$ cat src/rtl/seg_pkg.sv
// Shared constants and helpers for the multiplexed segment display driver.
// Holds the default geometry and a hex-to-7-segment encoder (gfedcba order).
package seg_pkg;

  localparam int DEF_NUM_DIGITS     = 4;
  localparam int DEF_SEG_W          = 7;
  localparam int DEF_DIV_BITS       = 18;
  localparam int DEF_BLANK_CYCLES   = 256;
  localparam int DEF_AN_ACTIVE_LOW  = 1;
  localparam int DEF_SEG_ACTIVE_LOW = 0;

  function automatic logic [6:0] hex_to_seg7(input logic [3:0] nib);
    logic [6:0] seg_v;
    case (nib)
      4'h0:    seg_v = 7'h3F;
      4'h1:    seg_v = 7'h06;
      4'h2:    seg_v = 7'h5B;
      4'h3:    seg_v = 7'h4F;
      4'h4:    seg_v = 7'h66;
      4'h5:    seg_v = 7'h6D;
      4'h6:    seg_v = 7'h7D;
      4'h7:    seg_v = 7'h07;
      4'h8:    seg_v = 7'h7F;
      4'h9:    seg_v = 7'h6F;
      4'hA:    seg_v = 7'h77;
      4'hB:    seg_v = 7'h7C;
      4'hC:    seg_v = 7'h39;
      4'hD:    seg_v = 7'h5E;
      4'hE:    seg_v = 7'h79;
      4'hF:    seg_v = 7'h71;
      default: seg_v = 7'h00;
    endcase
    return seg_v;
  endfunction

endpackage

$ cat src/rtl/seg_scan_mux_scan_timer.sv
// Slot timing for the display scanner: free-running slot counter, digit index
// that wraps at NUM_DIGITS-1, and a registered frame-start pulse.
module scan_timer
  import seg_pkg::*;
#(
  parameter int NUM_DIGITS = DEF_NUM_DIGITS,
  parameter int DIV_BITS   = DEF_DIV_BITS,
  parameter int IDX_W      = (NUM_DIGITS > 1) ? $clog2(NUM_DIGITS) : 1
) (
  input  logic                clock,
  input  logic                reset,
  output logic [DIV_BITS-1:0] o_cnt,
  output logic [IDX_W-1:0]    o_idx,
  output logic                o_frame_start
);

  logic [DIV_BITS-1:0] r_cnt;
  logic [IDX_W-1:0]    r_idx;
  logic                r_frame_start;
  logic                w_wrap;
  logic                w_last_digit;

  assign w_wrap       = (r_cnt == {DIV_BITS{1'b1}});
  assign w_last_digit = (r_idx == IDX_W'(NUM_DIGITS - 1));

  // Counter, digit index and frame pulse; the index wraps explicitly so odd digit counts work.
  always_ff @(posedge clock) begin
    if (reset) begin
      r_cnt         <= {DIV_BITS{1'b0}};
      r_idx         <= {IDX_W{1'b0}};
      r_frame_start <= 1'b0;
    end else begin
      r_cnt         <= r_cnt + DIV_BITS'(1);
      r_frame_start <= (r_cnt == {DIV_BITS{1'b0}}) && (r_idx == {IDX_W{1'b0}});
      if (w_wrap) begin
        r_idx <= w_last_digit ? {IDX_W{1'b0}} : (r_idx + IDX_W'(1));
      end else begin
        r_idx <= r_idx;
      end
    end
  end

  assign o_cnt         = r_cnt;
  assign o_idx         = r_idx;
  assign o_frame_start = r_frame_start;

endmodule

$ cat src/rtl/seg_scan_mux.sv
// Time-multiplexed N-digit LED driver: per-slot input snapshot, inter-digit
// blanking, per-digit enable, 16-level PWM brightness and registered outputs.
module seg_scan_mux
  import seg_pkg::*;
#(
  parameter int NUM_DIGITS     = DEF_NUM_DIGITS,
  parameter int SEG_W          = DEF_SEG_W,
  parameter int DIV_BITS       = DEF_DIV_BITS,
  parameter int BLANK_CYCLES   = DEF_BLANK_CYCLES,
  parameter int AN_ACTIVE_LOW  = DEF_AN_ACTIVE_LOW,
  parameter int SEG_ACTIVE_LOW = DEF_SEG_ACTIVE_LOW
) (
  input  logic                        clock,
  input  logic                        reset,
  input  logic [NUM_DIGITS*SEG_W-1:0] digits,
  input  logic [NUM_DIGITS-1:0]       digit_en,
  input  logic [3:0]                  brightness,
  output logic [SEG_W-1:0]            seg,
  output logic [NUM_DIGITS-1:0]       an,
  output logic                        frame_start
);

  localparam int IDX_W = (NUM_DIGITS > 1) ? $clog2(NUM_DIGITS) : 1;
  localparam logic [NUM_DIGITS-1:0] AN_OFF  =
    (AN_ACTIVE_LOW != 0) ? {NUM_DIGITS{1'b1}} : {NUM_DIGITS{1'b0}};
  localparam logic [SEG_W-1:0] SEG_OFF =
    (SEG_ACTIVE_LOW != 0) ? {SEG_W{1'b1}} : {SEG_W{1'b0}};

  logic [DIV_BITS-1:0]         w_cnt;
  logic [IDX_W-1:0]            w_idx;
  logic                        w_frame_start;
  logic [NUM_DIGITS*SEG_W-1:0] r_snap_digits;
  logic [NUM_DIGITS-1:0]       r_snap_en;
  logic [SEG_W-1:0]            w_field [NUM_DIGITS];
  logic                        w_on;
  logic [NUM_DIGITS-1:0]       w_an_nxt;
  logic [SEG_W-1:0]            w_seg_nxt;
  logic [NUM_DIGITS-1:0]       r_an;
  logic [SEG_W-1:0]            r_seg;

  scan_timer #(
    .NUM_DIGITS (NUM_DIGITS),
    .DIV_BITS   (DIV_BITS),
    .IDX_W      (IDX_W)
  ) u_timer (
    .clock         (clock),
    .reset         (reset),
    .o_cnt         (w_cnt),
    .o_idx         (w_idx),
    .o_frame_start (w_frame_start)
  );

  for (genvar g = 0; g < NUM_DIGITS; g++) begin : g_field
    assign w_field[g] = r_snap_digits[g*SEG_W +: SEG_W];
  end

  // Brightness is compared live against the top four counter bits, so it acts mid-slot.
  assign w_on = (w_cnt >= DIV_BITS'(BLANK_CYCLES))
             && (w_cnt[DIV_BITS-1 -: 4] <= brightness)
             && r_snap_en[w_idx];

  // Phase decode: XOR against the idle pattern yields the active polarity for both buses.
  always_comb begin
    w_an_nxt  = AN_OFF;
    w_seg_nxt = SEG_OFF;
    if (w_on) begin
      w_an_nxt  = AN_OFF ^ (NUM_DIGITS'(1) << w_idx);
      w_seg_nxt = SEG_OFF ^ w_field[w_idx];
    end else begin
      w_an_nxt  = AN_OFF;
      w_seg_nxt = SEG_OFF;
    end
  end

  // Snapshot at each slot boundary and register the decoded drive.
  always_ff @(posedge clock) begin
    if (reset) begin
      r_snap_digits <= {(NUM_DIGITS*SEG_W){1'b0}};
      r_snap_en     <= {NUM_DIGITS{1'b0}};
      r_an          <= AN_OFF;
      r_seg         <= SEG_OFF;
    end else begin
      if (w_cnt == {DIV_BITS{1'b0}}) begin
        r_snap_digits <= digits;
        r_snap_en     <= digit_en;
      end else begin
        r_snap_digits <= r_snap_digits;
        r_snap_en     <= r_snap_en;
      end
      r_an  <= w_an_nxt;
      r_seg <= w_seg_nxt;
    end
  end

  assign an          = r_an;
  assign seg         = r_seg;
  assign frame_start = w_frame_start;

endmodule

$ cat config.mk
export PLATFORM = sky130hd
export DESIGN_NAME = seg_scan_mux
export DESIGN_NICKNAME = d
export VERILOG_FILES = /design/src/rtl/seg_pkg.sv /design/src/rtl/seg_scan_mux_scan_timer.sv /design/src/rtl/seg_scan_mux.sv
export SDC_FILE = /design/constraint.sdc
export NUM_CORES = 1
export LEC_CHECK = 0
export CAP_MARGIN = 10
export CORE_MARGIN = 2
export CORE_UTILIZATION = 54
export CTS_BUF_LIST = sky130_fd_sc_hd__clkbuf_4
export CTS_CLUSTER_SIZE = 20
export DETAILED_ROUTE_END_ITERATION = 16
export PLACE_DENSITY = 0.8
export SLEW_MARGIN = 20
export SYNTH_ARGS = -nofsm -noshare
export SYNTH_HDL_FRONTEND = slang
export SYNTH_SLANG_ARGS = --single-unit
$ cat constraint.sdc
create_clock -name clock -period 2.3 [get_ports clock]
set_input_delay 0.46 -clock clock [delete_from_list [all_inputs] [get_ports clock]]
set_output_delay 0.46 -clock clock [all_outputs]
set_load 0.05 [all_outputs]
==> impl_metrics.csv <==
group,metric,value,unit
global_route,antenna_found_initial,0,
route,drc,0,
sta,fmax,496.7,MHz
worst_setup_path,worstSetupEndpointType,"output pin",
place,gp_congestion,0.8347,
clock_tree,htreeDepth,3,
clock_tree,numCtsBuffers,9,
floorplan,start_util,0.5615,
hold_path,timing.hold.worst.class,"flop to flop",
worst_setup_path,crit_path_end,"seg[3]",
route,viasPerCell,5.341,
clock_tree,cts_resized,0,
cells_and_area,antenna_cells,0,
global_route,grt_pass1_vias,2235,
floorplan,num_rows,27,
sta,hold_viol,0,
route,drt-pass1-iter-count,4,
global_route,gr-total-overflow,0,
floorplan,die-area,0.006347,mm2
cells_and_area,fin_util,0.6917,
cells_and_area,nets,402,
cells_and_area,design_area,0.003809,mm2
sta,setup_viol,0,
power_and_ir_drop,pwr_density_cell,620.2,mW/mm2
logic_synthesis,synth_nets,353,
place,place_hpwl,4477,um
clock_tree,hold_buffers,0,
run,maxCapViolCount,0,
floorplan,core_region_area,0.005507,mm2
logic_synthesis,synth_area_per_cell,10.14,um2
clock_tree,clk_pin_slew,100,ps
logic_synthesis,synth_area_leaders,"dfxtp_1 41%, nand2b_1 13%, mux2i_1 11%, mux4_2 5.1%, ha_1 4.0%",
worst_setup_path,arrival,1550,ps
power_and_ir_drop,p_total,2.362,mW
worst_setup_path,cp_slowest_cell,"clkdlybuf4s50_1",
worst_setup_path,critPathBufInv,1,
floorplan,io-pin-count,50,
clock_tree,postCtsSetupRepairBufs,0,
outcome,status,"complete, no violations",
logic_synthesis,synthArstFlopShare,0,
clock_tree,clockRootBuffer,"clkbuf_4",
worst_setup_path,worst_path_largest_cell_delay,810,ps
logic_synthesis,synth_area,0.003092,mm2
route,route.vias.total,2302,
sta,slew_headroom,0.5311,
clock_tree,cts_tree,"done",
power_and_ir_drop,peakVddDrop,0.4805,mV
sta,tightest_slew,703.4,ps
global_route,track_usage,0.2153,
worst_setup_path,crit_family,"buffers and inverters",
logic_synthesis,synth_edf_count,0,
cells_and_area,layout-drive-gt1-share,0.1086,
sta,finalMaxSlewViolations,0,
worst_setup_path,worstSetupPathDepth,1,
logic_synthesis,yosys.area.top_type,"dfxtp_1",
worst_setup_path,rrSetupSlack,400,ps
logic_synthesis,synth_most_common_cell,"nand2b_1",
sta,finClkSkew,14.26,ps
logic_synthesis,synth_cell_type_count,41,
worst_setup_path,r2r_end,"u_timer.o_cnt[12]",
logic_synthesis,syn_inst,305,
logic_synthesis,yosysSeqAreaShare,0.4144,
logic_synthesis,synth_ff_type,"dfxtp_1",
clock_tree,numClockSinks,64,
worst_setup_path,worstSetupStartpointType,"flop",
worst_setup_path,worstPathRequired,1840,ps
logic_synthesis,yosysTopAreaCellShare,0.4144,
sta,worst_hold_slack,478.8,ps
clock_tree,clock_latency,390,ps
place,io_buffers,49,
route,routed_wirelength,6049,um
worst_setup_path,worstSetupPathType,"flop to output pin",
route,drt-initial-drc-count,98,
route,ant_nets,0,
logic_synthesis,ys_warn_count,0,
route,wl_per_cell,14.03,um
sta,fin_crit_sh,0.8753,
logic_synthesis,ys_top_cells_by_count,"66 x nand2b_1, 64 x dfxtp_1, 33 x mux2i_1, 15 x nor2_1, 12 x clkbuf_1",
worst_setup_path,r2r-start,"u_timer.o_cnt[0]",
worst_setup_path,crit_path_max_fanout,1,
global_route,grt_start_max_net_pins,68,
global_route,grt_pass1_wl,10450,um
cells_and_area,nFillCells,436,
worst_setup_path,rr_worst_depth,5,
worst_setup_path,startpoint,"seg[3]",
logic_synthesis,synth-seq-cells,64,
cells_and_area,syn2layout_area_growth,23.19,%
floorplan,fp.dieW,79.67,um
sta,period_needed,2013,ps
worst_setup_path,cp_cell_sequence,"clkdlybuf4s50_1",
place,placed_area,0.003655,mm2
power_and_ir_drop,p_leak,1.485,nW
floorplan,die_y,79.67,um
clock_tree,clock_path_buffers,2,
sta,rsz0062_at_grt,"no",
==> cells by family after synthesis <==
group / share of synthesized area
buf+inv: 0.03602
fa+ha+maj: 0.04047
mux: 0.1651
xor+xnor: 0.02266
flops: 0.4144
compound gates: 0.05383
simple gates: 0.2675
==> stage by stage <==
stage          cells  TNS (ps)  worst slack [ps]
2_1_floorplan    305         0             533.9
3_3_place_gp     415         0             32.78
3_5_place_dp     415    -342.0            -68.18
4_1_cts          431         0             269.0
5_1_grt          431         0             225.5
6_report         431         0             286.8
==> layout make-up <==
cell class	instances	area, um2	area share
Clock buffer	11	82.58	0.02168
Clock inverter	5	71.32	0.01873
Inverter	9	33.78	0.008870
Multi-Input combinational cell	215	1707	0.4481
Sequential cell	64	1281	0.3364
Tap cell	72	90.09	0.02365
Timing Repair Buffer	55	543.0	0.1426
==> how the worst min path moves through the flow <==
stage	startpoint	endpoint	slack, ps	cells past startpoint
detailed placement	r_snap_digits[21]	r_snap_digits[21]	460	2
finish	r_snap_digits[23]	r_snap_digits[23]	480	2
global route	r_snap_digits[21]	r_snap_digits[21]	500	2
floorplan	r_snap_en[1]	r_snap_en[1]	450	2
CTS	r_snap_digits[23]	r_snap_digits[23]	480	2
global placement	r_snap_digits[20]	r_snap_digits[20]	460	2
==> flip-flops by register name, summed over array words and instances, names as in the netlist <==
name and count:
u_timer.o_frame_start 1, u_timer.o_idx 2, r_snap_en 4, an 4
seg 7, u_timer.o_cnt 18, r_snap_digits 28
==> where the power goes <==
| group | switching [mW] | internal (mW) | leakage, nW |
|---|---|---|---|
| Clock | 0.375 | 0.456 | 0.0836 |
| Combinational | 0.135 | 0.185 | 0.879 |
| Sequential | 0.0368 | 1.17 | 0.523 |
| Total | 0.547 | 1.82 | 1.49 |
==> cell usage in the layout (no fill, tap or decap), types with 3 or more instances in the layout <==
cell	instances
clkinv_1	3
nand4b_1	4
or3_1	3
nor2_1	14
xor2_1	4
nand2_1	8
buf_4	5
a21oi_1	8
ha_1	10
nor3_1	5
inv_1	9
a31o_2	4
dfxtp_1	64
clkbuf_4	11
nor2b_1	3
mux2i_1	33
mux4_2	7
xnor2_1	4
clkdlybuf4s50_1	48
nand3_1	3
nand2b_1	66
nor4b_1	9
o21ai_0	4
nand4_1	3
==> layer usage <==
metal / track usage / part of all wire / up-vias
met2: 0.3168 / 0.44 / 54
met3: 0.06674 / 0.041 / 16
met1: 0.2867 / 0.49 / 1061
met5: 0 / 0 / -
met4: 0.1034 / 0.033 / 0
li1: - / - / 1171
(Power assumes the default switching activity.)
